`src/rtl/mem_bus_arbiter_if.sv`:
```
// Bus bundle between the instruction/data caches, the arbiter and the memory port.
// The master modport is the arbiter's view; slave is the environment around it.
interface mem_bus_arbiter_if;
    localparam int unsigned CMD_W  = 2;
    localparam int unsigned ADDR_W = 64;
    localparam int unsigned DATA_W = 64;
    localparam int unsigned TAG_W  = 4;
    localparam int unsigned CNT_W  = 5;

    // cache request side
    logic [CMD_W-1:0]  icache_command;
    logic [ADDR_W-1:0] icache_addr;
    logic [CMD_W-1:0]  dcache_command;
    logic [ADDR_W-1:0] dcache_addr;
    logic [DATA_W-1:0] dcache_data;

    // memory request/response side
    logic [CMD_W-1:0]  proc2mem_command;
    logic [ADDR_W-1:0] proc2mem_addr;
    logic [DATA_W-1:0] proc2mem_data;
    logic [TAG_W-1:0]  mem2proc_response;
    logic [DATA_W-1:0] mem2proc_data;
    logic [TAG_W-1:0]  mem2proc_tag;

    // per-cache return side
    logic [TAG_W-1:0]  Imem2proc_response;
    logic [TAG_W-1:0]  Imem2proc_tag;
    logic [DATA_W-1:0] Imem2proc_data;
    logic [TAG_W-1:0]  Dmem2proc_response;
    logic [TAG_W-1:0]  Dmem2proc_tag;
    logic [DATA_W-1:0] Dmem2proc_data;

    logic [CNT_W-1:0]  outstanding_count;
    logic              orphan_tag_err;

    modport master (
        input  icache_command, icache_addr,
        input  dcache_command, dcache_addr, dcache_data,
        input  mem2proc_response, mem2proc_data, mem2proc_tag,
        output proc2mem_command, proc2mem_addr, proc2mem_data,
        output Imem2proc_response, Imem2proc_tag, Imem2proc_data,
        output Dmem2proc_response, Dmem2proc_tag, Dmem2proc_data,
        output outstanding_count, orphan_tag_err
    );

    modport slave (
        output icache_command, icache_addr,
        output dcache_command, dcache_addr, dcache_data,
        output mem2proc_response, mem2proc_data, mem2proc_tag,
        input  proc2mem_command, proc2mem_addr, proc2mem_data,
        input  Imem2proc_response, Imem2proc_tag, Imem2proc_data,
        input  Dmem2proc_response, Dmem2proc_tag, Dmem2proc_data,
        input  outstanding_count, orphan_tag_err
    );
endinterface

```
`src/rtl/mem_bus_arbiter.sv`:
```
// Two-cache memory port arbiter: dcache priority with icache anti-starvation,
// plus a tag owner table that routes returning load data back to the requester.
module mem_bus_arbiter #(
    parameter int unsigned STARVE_LIMIT = 4
) (
    input logic               clock,
    input logic               reset,
    mem_bus_arbiter_if.master bus
);
    localparam int unsigned CMD_W    = 2;
    localparam int unsigned ADDR_W   = 64;
    localparam int unsigned DATA_W   = 64;
    localparam int unsigned TAG_W    = 4;
    localparam int unsigned N_TAGS   = 16;
    localparam int unsigned CNT_W    = 5;
    localparam int unsigned STARVE_W = (STARVE_LIMIT < 1) ? 1 : $clog2(STARVE_LIMIT + 1);

    localparam logic [CMD_W-1:0] BUS_NONE = 2'd0;
    localparam logic [CMD_W-1:0] BUS_LOAD = 2'd1;
    localparam logic             OWNER_I  = 1'b0;
    localparam logic             OWNER_D  = 1'b1;

    logic [STARVE_W-1:0] starve_cnt;
    logic [STARVE_W-1:0] starve_cnt_next;
    logic [N_TAGS-1:0]   entry_valid;
    logic [N_TAGS-1:0]   entry_owner;
    logic [N_TAGS-1:0]   entry_valid_next;
    logic [N_TAGS-1:0]   entry_owner_next;
    logic [N_TAGS-1:0]   valid_after_retire;
    logic [CNT_W-1:0]    live_count;
    logic [CNT_W-1:0]    live_count_next;

    logic i_valid;
    logic d_valid;
    logic starved;
    logic grant_i;
    logic grant_d;
    logic alloc;
    logic alloc_owner;
    logic alloc_new;
    logic tag_present;
    logic ret_hit;
    logic ret_orphan;
    logic ret_owner;

    // Arbitration: reset masks both requesters so nothing reaches memory.
    always_comb begin
        i_valid = !reset && (bus.icache_command != BUS_NONE);
        d_valid = !reset && (bus.dcache_command != BUS_NONE);
        starved = (starve_cnt == STARVE_W'(STARVE_LIMIT));
        grant_i = i_valid && (!d_valid || starved);
        grant_d = d_valid && !grant_i;
    end

    // Winner drives the memory port combinationally; icache never carries data.
    always_comb begin
        bus.proc2mem_command = BUS_NONE;
        bus.proc2mem_addr    = '0;
        bus.proc2mem_data    = '0;
        if (grant_d) begin
            bus.proc2mem_command = bus.dcache_command;
            bus.proc2mem_addr    = bus.dcache_addr;
            bus.proc2mem_data    = bus.dcache_data;
        end else if (grant_i) begin
            bus.proc2mem_command = bus.icache_command;
            bus.proc2mem_addr    = bus.icache_addr;
        end
    end

    // Starvation counter counts consecutive dcache wins over a waiting icache.
    always_comb begin
        starve_cnt_next = starve_cnt;
        if (grant_d && i_valid) begin
            if (!starved) begin
                starve_cnt_next = starve_cnt + STARVE_W'(1);
            end
        end else if (grant_i || !i_valid) begin
            starve_cnt_next = '0;
        end
    end

    // Accept tag goes only to the winner; stores never occupy a tag.
    always_comb begin
        bus.Imem2proc_response = grant_i ? bus.mem2proc_response : '0;
        bus.Dmem2proc_response = grant_d ? bus.mem2proc_response : '0;
        alloc = (bus.mem2proc_response != '0) &&
                ((grant_i && (bus.icache_command == BUS_LOAD)) ||
                 (grant_d && (bus.dcache_command == BUS_LOAD)));
        alloc_owner = grant_d ? OWNER_D : OWNER_I;
    end

    // Returning tags are routed with the pre-update table, so a same-cycle
    // reallocation of that tag still sends this return to the old owner.
    always_comb begin
        tag_present = !reset && (bus.mem2proc_tag != '0);
        ret_hit     = tag_present && entry_valid[bus.mem2proc_tag];
        ret_orphan  = tag_present && !entry_valid[bus.mem2proc_tag];
        ret_owner   = entry_owner[bus.mem2proc_tag];
        bus.Imem2proc_tag  = (ret_hit && (ret_owner == OWNER_I)) ? bus.mem2proc_tag : '0;
        bus.Dmem2proc_tag  = (ret_hit && (ret_owner == OWNER_D)) ? bus.mem2proc_tag : '0;
        bus.Imem2proc_data = bus.mem2proc_data;
        bus.Dmem2proc_data = bus.mem2proc_data;
        bus.orphan_tag_err = ret_orphan;
    end

    // Table update: retire first, then allocate, so a reused tag ends valid.
    always_comb begin
        valid_after_retire = entry_valid;
        if (ret_hit) begin
            valid_after_retire[bus.mem2proc_tag] = 1'b0;
        end
        entry_valid_next = valid_after_retire;
        entry_owner_next = entry_owner;
        alloc_new        = 1'b0;
        if (alloc) begin
            alloc_new = !valid_after_retire[bus.mem2proc_response];
            entry_valid_next[bus.mem2proc_response] = 1'b1;
            entry_owner_next[bus.mem2proc_response] = alloc_owner;
        end
        live_count_next = live_count + CNT_W'(alloc_new) - CNT_W'(ret_hit);
    end

    always_ff @(posedge clock) begin
        if (reset) begin
            starve_cnt  <= '0;
            entry_valid <= '0;
            entry_owner <= '0;
            live_count  <= '0;
        end else begin
            starve_cnt  <= starve_cnt_next;
            entry_valid <= entry_valid_next;
            entry_owner <= entry_owner_next;
            live_count  <= live_count_next;
        end
    end

    assign bus.outstanding_count = live_count;

    // Widths of the data path must line up with the bus bundle.
    if (ADDR_W != 64 || DATA_W != 64) begin : g_width_guard
        $error("mem_bus_arbiter: address/data width must be 64");
    end
endmodule

```
`src/flat_wrapper.sv`:
```
// flat-port wrapper written by rule: the top's interface ports become plain ports
module mem_bus_arbiter_flat 
#(
    parameter int unsigned STARVE_LIMIT = 4
)
  (clock, reset, bus_icache_command, bus_icache_addr, bus_dcache_command, bus_dcache_addr, bus_dcache_data, bus_mem2proc_response, bus_mem2proc_data, bus_mem2proc_tag, bus_proc2mem_command, bus_proc2mem_addr, bus_proc2mem_data, bus_Imem2proc_response, bus_Imem2proc_tag, bus_Imem2proc_data, bus_Dmem2proc_response, bus_Dmem2proc_tag, bus_Dmem2proc_data, bus_outstanding_count, bus_orphan_tag_err);
  mem_bus_arbiter_if bus_i ();
  input logic clock;
  input logic reset;
  input wire logic [$bits(bus_i.icache_command)-1:0] bus_icache_command;
  input wire logic [$bits(bus_i.icache_addr)-1:0] bus_icache_addr;
  input wire logic [$bits(bus_i.dcache_command)-1:0] bus_dcache_command;
  input wire logic [$bits(bus_i.dcache_addr)-1:0] bus_dcache_addr;
  input wire logic [$bits(bus_i.dcache_data)-1:0] bus_dcache_data;
  input wire logic [$bits(bus_i.mem2proc_response)-1:0] bus_mem2proc_response;
  input wire logic [$bits(bus_i.mem2proc_data)-1:0] bus_mem2proc_data;
  input wire logic [$bits(bus_i.mem2proc_tag)-1:0] bus_mem2proc_tag;
  output wire logic [$bits(bus_i.proc2mem_command)-1:0] bus_proc2mem_command;
  output wire logic [$bits(bus_i.proc2mem_addr)-1:0] bus_proc2mem_addr;
  output wire logic [$bits(bus_i.proc2mem_data)-1:0] bus_proc2mem_data;
  output wire logic [$bits(bus_i.Imem2proc_response)-1:0] bus_Imem2proc_response;
  output wire logic [$bits(bus_i.Imem2proc_tag)-1:0] bus_Imem2proc_tag;
  output wire logic [$bits(bus_i.Imem2proc_data)-1:0] bus_Imem2proc_data;
  output wire logic [$bits(bus_i.Dmem2proc_response)-1:0] bus_Dmem2proc_response;
  output wire logic [$bits(bus_i.Dmem2proc_tag)-1:0] bus_Dmem2proc_tag;
  output wire logic [$bits(bus_i.Dmem2proc_data)-1:0] bus_Dmem2proc_data;
  output wire logic [$bits(bus_i.outstanding_count)-1:0] bus_outstanding_count;
  output wire logic [$bits(bus_i.orphan_tag_err)-1:0] bus_orphan_tag_err;
  assign bus_i.icache_command = bus_icache_command;
  assign bus_i.icache_addr = bus_icache_addr;
  assign bus_i.dcache_command = bus_dcache_command;
  assign bus_i.dcache_addr = bus_dcache_addr;
  assign bus_i.dcache_data = bus_dcache_data;
  assign bus_i.mem2proc_response = bus_mem2proc_response;
  assign bus_i.mem2proc_data = bus_mem2proc_data;
  assign bus_i.mem2proc_tag = bus_mem2proc_tag;
  assign bus_proc2mem_command = bus_i.proc2mem_command;
  assign bus_proc2mem_addr = bus_i.proc2mem_addr;
  assign bus_proc2mem_data = bus_i.proc2mem_data;
  assign bus_Imem2proc_response = bus_i.Imem2proc_response;
  assign bus_Imem2proc_tag = bus_i.Imem2proc_tag;
  assign bus_Imem2proc_data = bus_i.Imem2proc_data;
  assign bus_Dmem2proc_response = bus_i.Dmem2proc_response;
  assign bus_Dmem2proc_tag = bus_i.Dmem2proc_tag;
  assign bus_Dmem2proc_data = bus_i.Dmem2proc_data;
  assign bus_outstanding_count = bus_i.outstanding_count;
  assign bus_orphan_tag_err = bus_i.orphan_tag_err;
  mem_bus_arbiter #(.STARVE_LIMIT(STARVE_LIMIT)) u_core (.clock(clock), .reset(reset), .bus(bus_i));
endmodule
```
`config.mk`:
```
export PLATFORM = sky130hd
export DESIGN_NAME = mem_bus_arbiter_flat
export DESIGN_NICKNAME = d
export VERILOG_FILES = /design/src/rtl/mem_bus_arbiter_if.sv /design/src/rtl/mem_bus_arbiter.sv /design/src/flat_wrapper.sv
export SDC_FILE = /design/constraint.sdc
export NUM_CORES = 1
export LEC_CHECK = 0
export ABC_AREA = 1
export BUFFER_PORTS_ARGS = -buffer_cell sky130_fd_sc_hd__buf_2
export CAP_MARGIN = 40
export CORE_AREA = 2 2 215 217
export DETAILED_ROUTE_END_ITERATION = 10
export DIE_AREA = 0 0 217 219
export HOLD_SLACK_MARGIN = 0.12
export PLACE_DENSITY = 0.4
export SYNTH_ARGS = -nofsm -noshare
export SYNTH_HDL_FRONTEND = slang
export SYNTH_SLANG_ARGS = --single-unit
```
`constraint.sdc`:
```
create_clock -name clock -period 3.8 [get_ports clock]
set_clock_uncertainty 0.15 [all_clocks]
set_input_delay 0.57 -clock clock [delete_from_list [all_inputs] [get_ports clock]]
set_output_delay 0.57 -clock clock [all_outputs]
set_load 0.02 [all_outputs]
```
Yosys cells after proc, flatten, opt, wreduce, memory -nomap -nowiden. Index checks and enable logic that the tools add are counted.

$add $sub $neg: 3. Magnitude comparators: 4. Eq/ne operators: 4. Mux-type cells: 27. Bitwise operators: 4. Reductions and logical operators: 30.

Operators with widths (number): 64-bit two-way mux (3); 16-bit two-way mux (2); 16-bit AND (1); 16-bit bitwise mux (1); 4-bit two-way mux (4); 16-bit inverter (1); 16-bit OR (1); 1-bit logical AND (15); 1-bit binary-select mux with 4-bit select (3); 4-bit by 5-bit < comparator with 1-bit output, second input constant (2); 3-bit two-way mux (3); 1-bit demux with 4-bit select (2); 4-bit by 1-bit greater-or-equal comparator with 1-bit output, second input constant (2); 4-bit nonzero test (2); 1-bit two-way mux (7); 1-bit zero test (6); 2-bit nonzero test (3); 5-bit by 1-bit adder with 5-bit output (1); 5-bit by 1-bit subtractor with 5-bit output (1); 2-bit by 1-bit == test with 1-bit output, second input constant (2); 2-bit two-way mux (2); 3-bit by 1-bit adder with 3-bit output, second input constant (1); 3-bit == test, second input constant (1); 1-bit logical OR (3); 3 further kinds (3).

Flip-flop bits (word level): 40. Input bits: 270. Output and inout port bits: 280. Word-level logic and storage cells: 76.

Longest topological paths before layout.
Word-level depth: 13. Mapped depth: 24. Gate-level depth less buffers: 22.

Least setup slack after synthesis. Ideal clock, no wire load.

Path kind: input port to flip-flop. From: in reset. To: reg u_core.live_count[4] (netlist: u_core.bus.outstanding_count[4]). Setup time: 122 ps. Data arrival time: 2778 ps. Required time: 3528 ps. Slack: 750 ps. Stages on the path: 19. Buffers on the path: 3. Cell sequence: buf_2 -> a21oi_2 -> nand2_1 -> a21boi_1 -> buf_2 -> a21oi_2 -> inv_2 -> buf_6 -> o21ai_0 -> o21ai_1 -> nand2_1 -> nor2_1 -> ha_1 -> inv_1 -> fa_1 -> o21ai_0 -> a21oi_1 -> o21ai_0 -> a21oi_1.

Cells in the longest elaborated chain, start to end: 13. Elaborated cells on any way between the ends: 21. Those cells by class: add/sub: 2; mux: 4; reduce/logical: 15.

Ends and longest elaborated chain: start, declared (RTL line flat_wrapper.sv:9) `input logic reset;`; branches (longest 13 deep; another with 5-bit by 1-bit adder with 5-bit output); end signal, assigned (RTL line mem_bus_arbiter.sv:133) `live_count <= live_count_next;`; end, declared (RTL line mem_bus_arbiter.sv:30) `logic [CNT_W-1:0] live_count;`.

Several ways; the timed one is not identified. The select of a mux whose other input is x is not followed. A chain may end at the register's enable or synchronous reset.

Worst setup path after layout.
From: in bus_mem2proc_tag[0]. To: out bus_Imem2proc_tag[0].

Cells in the longest elaborated chain, start to end: 5. Elaborated cells on any way between the ends: 10. Those cells by class: mux: 5; bitwise: 1; reduce/logical: 4.

Ends and longest elaborated chain: start, declared (RTL line flat_wrapper.sv:17) `input wire logic [$bits(bus_i.mem2proc_tag)-1:0] bus_mem2proc_tag;`; 1-bit binary-select mux with 4-bit select, or another cell as far along (RTL line mem_bus_arbiter.sv:96) `ret_hit = tag_present && entry_valid[bus.mem2proc_tag];`; 1-bit two-way mux (implied by the code), or another cell as far along (RTL line mem_bus_arbiter.sv:96); 1-bit logical AND / 1-bit inverter (equally long branches) (RTL line mem_bus_arbiter.sv:96, mem_bus_arbiter.sv:99); 1-bit logical AND (RTL line mem_bus_arbiter.sv:99) `bus.Imem2proc_tag = (ret_hit && (ret_owner == OWNER_I)) ? bus.mem2proc_tag : '0;`; 4-bit two-way mux * (RTL line mem_bus_arbiter.sv:99); end, declared (RTL line flat_wrapper.sv:22) `output wire logic [$bits(bus_i.Imem2proc_tag)-1:0] bus_Imem2proc_tag;`.

Mark *: on every way between the ends. The rest lies on a longest branch, timed or not. The select of a mux whose other input is x is not followed.

==> metrics.txt <==
chip height=219 µm; unrepaired setup endpoints after global routing=no; chip width=217 µm; fraction of layout cells with a size suffix above 1=43.1%; Yosys warning total=0; Final Hold Fails=0; First DRT Iteration DRCs=345; global-route wire length before repair=37.4 mm; drt pass-1 iters=4; metal1 wirelength=11.2 mm; post-route ant nets=0; min-delay worst type=register to register; Final HPWL DP=23.5 mm; fillers=5340; layout net count=1217; post-route DRC violation count=0; Synth Area in Adders=2.31%; Synth Instances=729; post-synthesis mux area share=0%; largest family of logic cells by synthesized area=buffers and inverters; sequential share of the synthesized area=17.2%; Sink Count=40; H-Tree Level Count=2; Final Max Slew Viols=0; DP Cell Count=1532; commonest non-fill, non-tap cell in the layout=buf_2; Cell Pwr Density=256 nW/µm²; register area=801 µm²; GRT Residual Overflow=0; TritonCTS Buffers=5; Critical Path AT=2.60 ns; Period minus WS final=3.32 ns; vias per cell=3.65; CTS hold repair buffers=0; critical path class=primary input to output port; Pleak=3.34 nW; worst skew pair latency=0.28 ns; period utilisation layout=87.3%; crit end category=output port; Max clock buf depth=2; largest net degree at the start of global routing=65; total of max-cap violations=0; Vias=5623; area of the multi-input gates=2250 µm²; Max-Slew Margin vs Limit=51.5%; Simple-Gate Fraction of Synth Area=22.3%; total power=0.00161 W; Worst Tran Pin Value=0.725 ns; Total GRT Usage=10.7%; FMAX=302 MHz; R2R cell count=21; Setup-failing EPs final=0; syn_nets=1007; Worst EP required=3.08 ns; Worst Path Max Fanout=12; routed len/inst=17.6 µm; TritonCTS clock tree=done; Core Rows=78; vias in the first global route=5399; Synth Area in Compound Gates=22.9%; port bufs=357; final core utilization=14.0%; Clock transition at path regs=0.06 ns; initial antenna violation count=4; Setup Buffers After CTS=0; top sig layer=met5; GP Congestion=0.854; Peak VDD IR=126 µV; Met2 Routed Length=13.0 mm; CP Launch Type=primary input; Hold Crit Depth=2; mapped cell area=4650 µm²; DR WL met3=2.19 mm; status=completed; WL final=27.2 mm; Area after DPL=6150 µm²; non-filler instance count after layout=1541; Area Growth Syn to Fin=35.5%; post-synth cell types=30; io pins=550; setup TNS=0 ns; Post-Synth XOR/XNOR Area=0.377%; PostCTS Resize Cnt=0; core area=45100 µm²; #FFs+latches synth=40; starting density of the core=10.3%; most frequent cells in the layout=buf_2, nor2_1, inv_1; CTS root buffer=clkbuf_16; Die Footprint=47500 µm²; post-route cell area=6300 µm²; synthesized area per cell=6.38 µm²
[report_power, final]
part / internal (W) / total, W / switching [W]
Combinational: 0.000251 / 0.000743 / 0.000492
Clock: 0.000242 / 0.000422 / 0.000179
Sequential: 0.000435 / 0.000447 / 0.0000114
[critical path: stages]
cell	delay [ns]
buf_2	0.17
inv_2	0.18
nor2_1	0.06
inv_1	0.27
o22ai_1	0.15
o21ai_0	0.30
nand4_1	0.25
or2_1	0.33
nor2_1	0.13
buf_2	0.18
[through the flow]
stage,hold slack (ns),worst slack (ns)
after floorplan,0.253,0.750
final,0.297,0.484
after CTS,0.293,0.505
after global placement,0.281,0.285
after detailed placement,0.282,0.221
after global routing,0.313,0.106
[layer usage]
layer	vias up	GRT usage, %
met5	-	0.833
li1	2661	-
met2	367	18.3
met4	4	3.29
met1	2571	13.1
met3	20	2.79
[state kept, by name, indices dropped and copies added, names as in the netlist]
| register | cells |
|---|---|
| u_core.bus.outstanding_count | 5 |
| u_core.entry_owner | 16 |
| u_core.entry_valid | 16 |
| u_core.starve_cnt | 3 |
[final cells by class]
type                            count  share of cell area, %
Inverter                          123                   7.33
Sequential cell                    40                   12.7
Antenna cell                        1                 0.0397
Clock buffer                        5                   1.99
Tap cell                          600                   11.9
Timing Repair Buffer              371                   30.0
Multi-Input combinational cell    398                   35.7
Clock inverter                      3                  0.298
[final timing paths]
kind | startpoint | slack (ns) | end
setup / recovery | bus_mem2proc_tag[0] | 0.48 | bus_Imem2proc_tag[0]
hold / removal | u_core.entry_owner[0]$_SDFFE_PP0P_ | 0.30 | u_core.entry_owner[0]$_SDFFE_PP0P_
setup reg to reg | u_core.entry_valid[3]$_SDFF_PP0_ | 0.71 | u_core.bus.outstanding_count[4]$_SDFF_PP0_
hold reg to reg | u_core.entry_owner[0]$_SDFFE_PP0P_ | 0.30 | u_core.entry_owner[0]$_SDFFE_PP0P_
[synthesized netlist by cell type]
cell type    n  area, µm²
nand3_2      8       80.1
nand2_2      1       6.26
or2_1        1       6.26
nand2_1     76        285
o21ai_0      9       45.0
nand4_1      1       6.26
nor2_1     120        450
inv_2       10       37.5
fa_1         1       20.0
buf_12       1       20.0
a21oi_1     44        220
buf_4      130        976
dfxtp_1     40        801
xnor2_1      1       8.76
clkbuf_1    19       71.3
a21boi_1     1       7.51
o22ai_1     10       62.6
o21a_1       1       7.51
nand3_1     37        185
nor3_1       1       5.00
xor2_1       1       8.76
o21ai_1      9       45.0
ha_1         7       87.6
buf_1       12       45.0
buf_2        3       15.0
nand2_4      1       11.3
a21oi_2      4       35.0
buf_6        3       33.8
a32o_1      64        641
inv_1      113        424
[cells by family (layout without fill, tap and decap cells)]
family / after synthesis / after routing
adder cells (fa/ha/maj): 8 / 8
XOR/XNOR: 2 / 2
AO/OA/AOI/OAI: 142 / 142
buffers and inverters: 291 / 502
other: 0 / 1
flip-flops: 40 / 40
AND/OR/NAND/NOR: 246 / 246
Note: power is estimated with default switching activity, not from simulation.
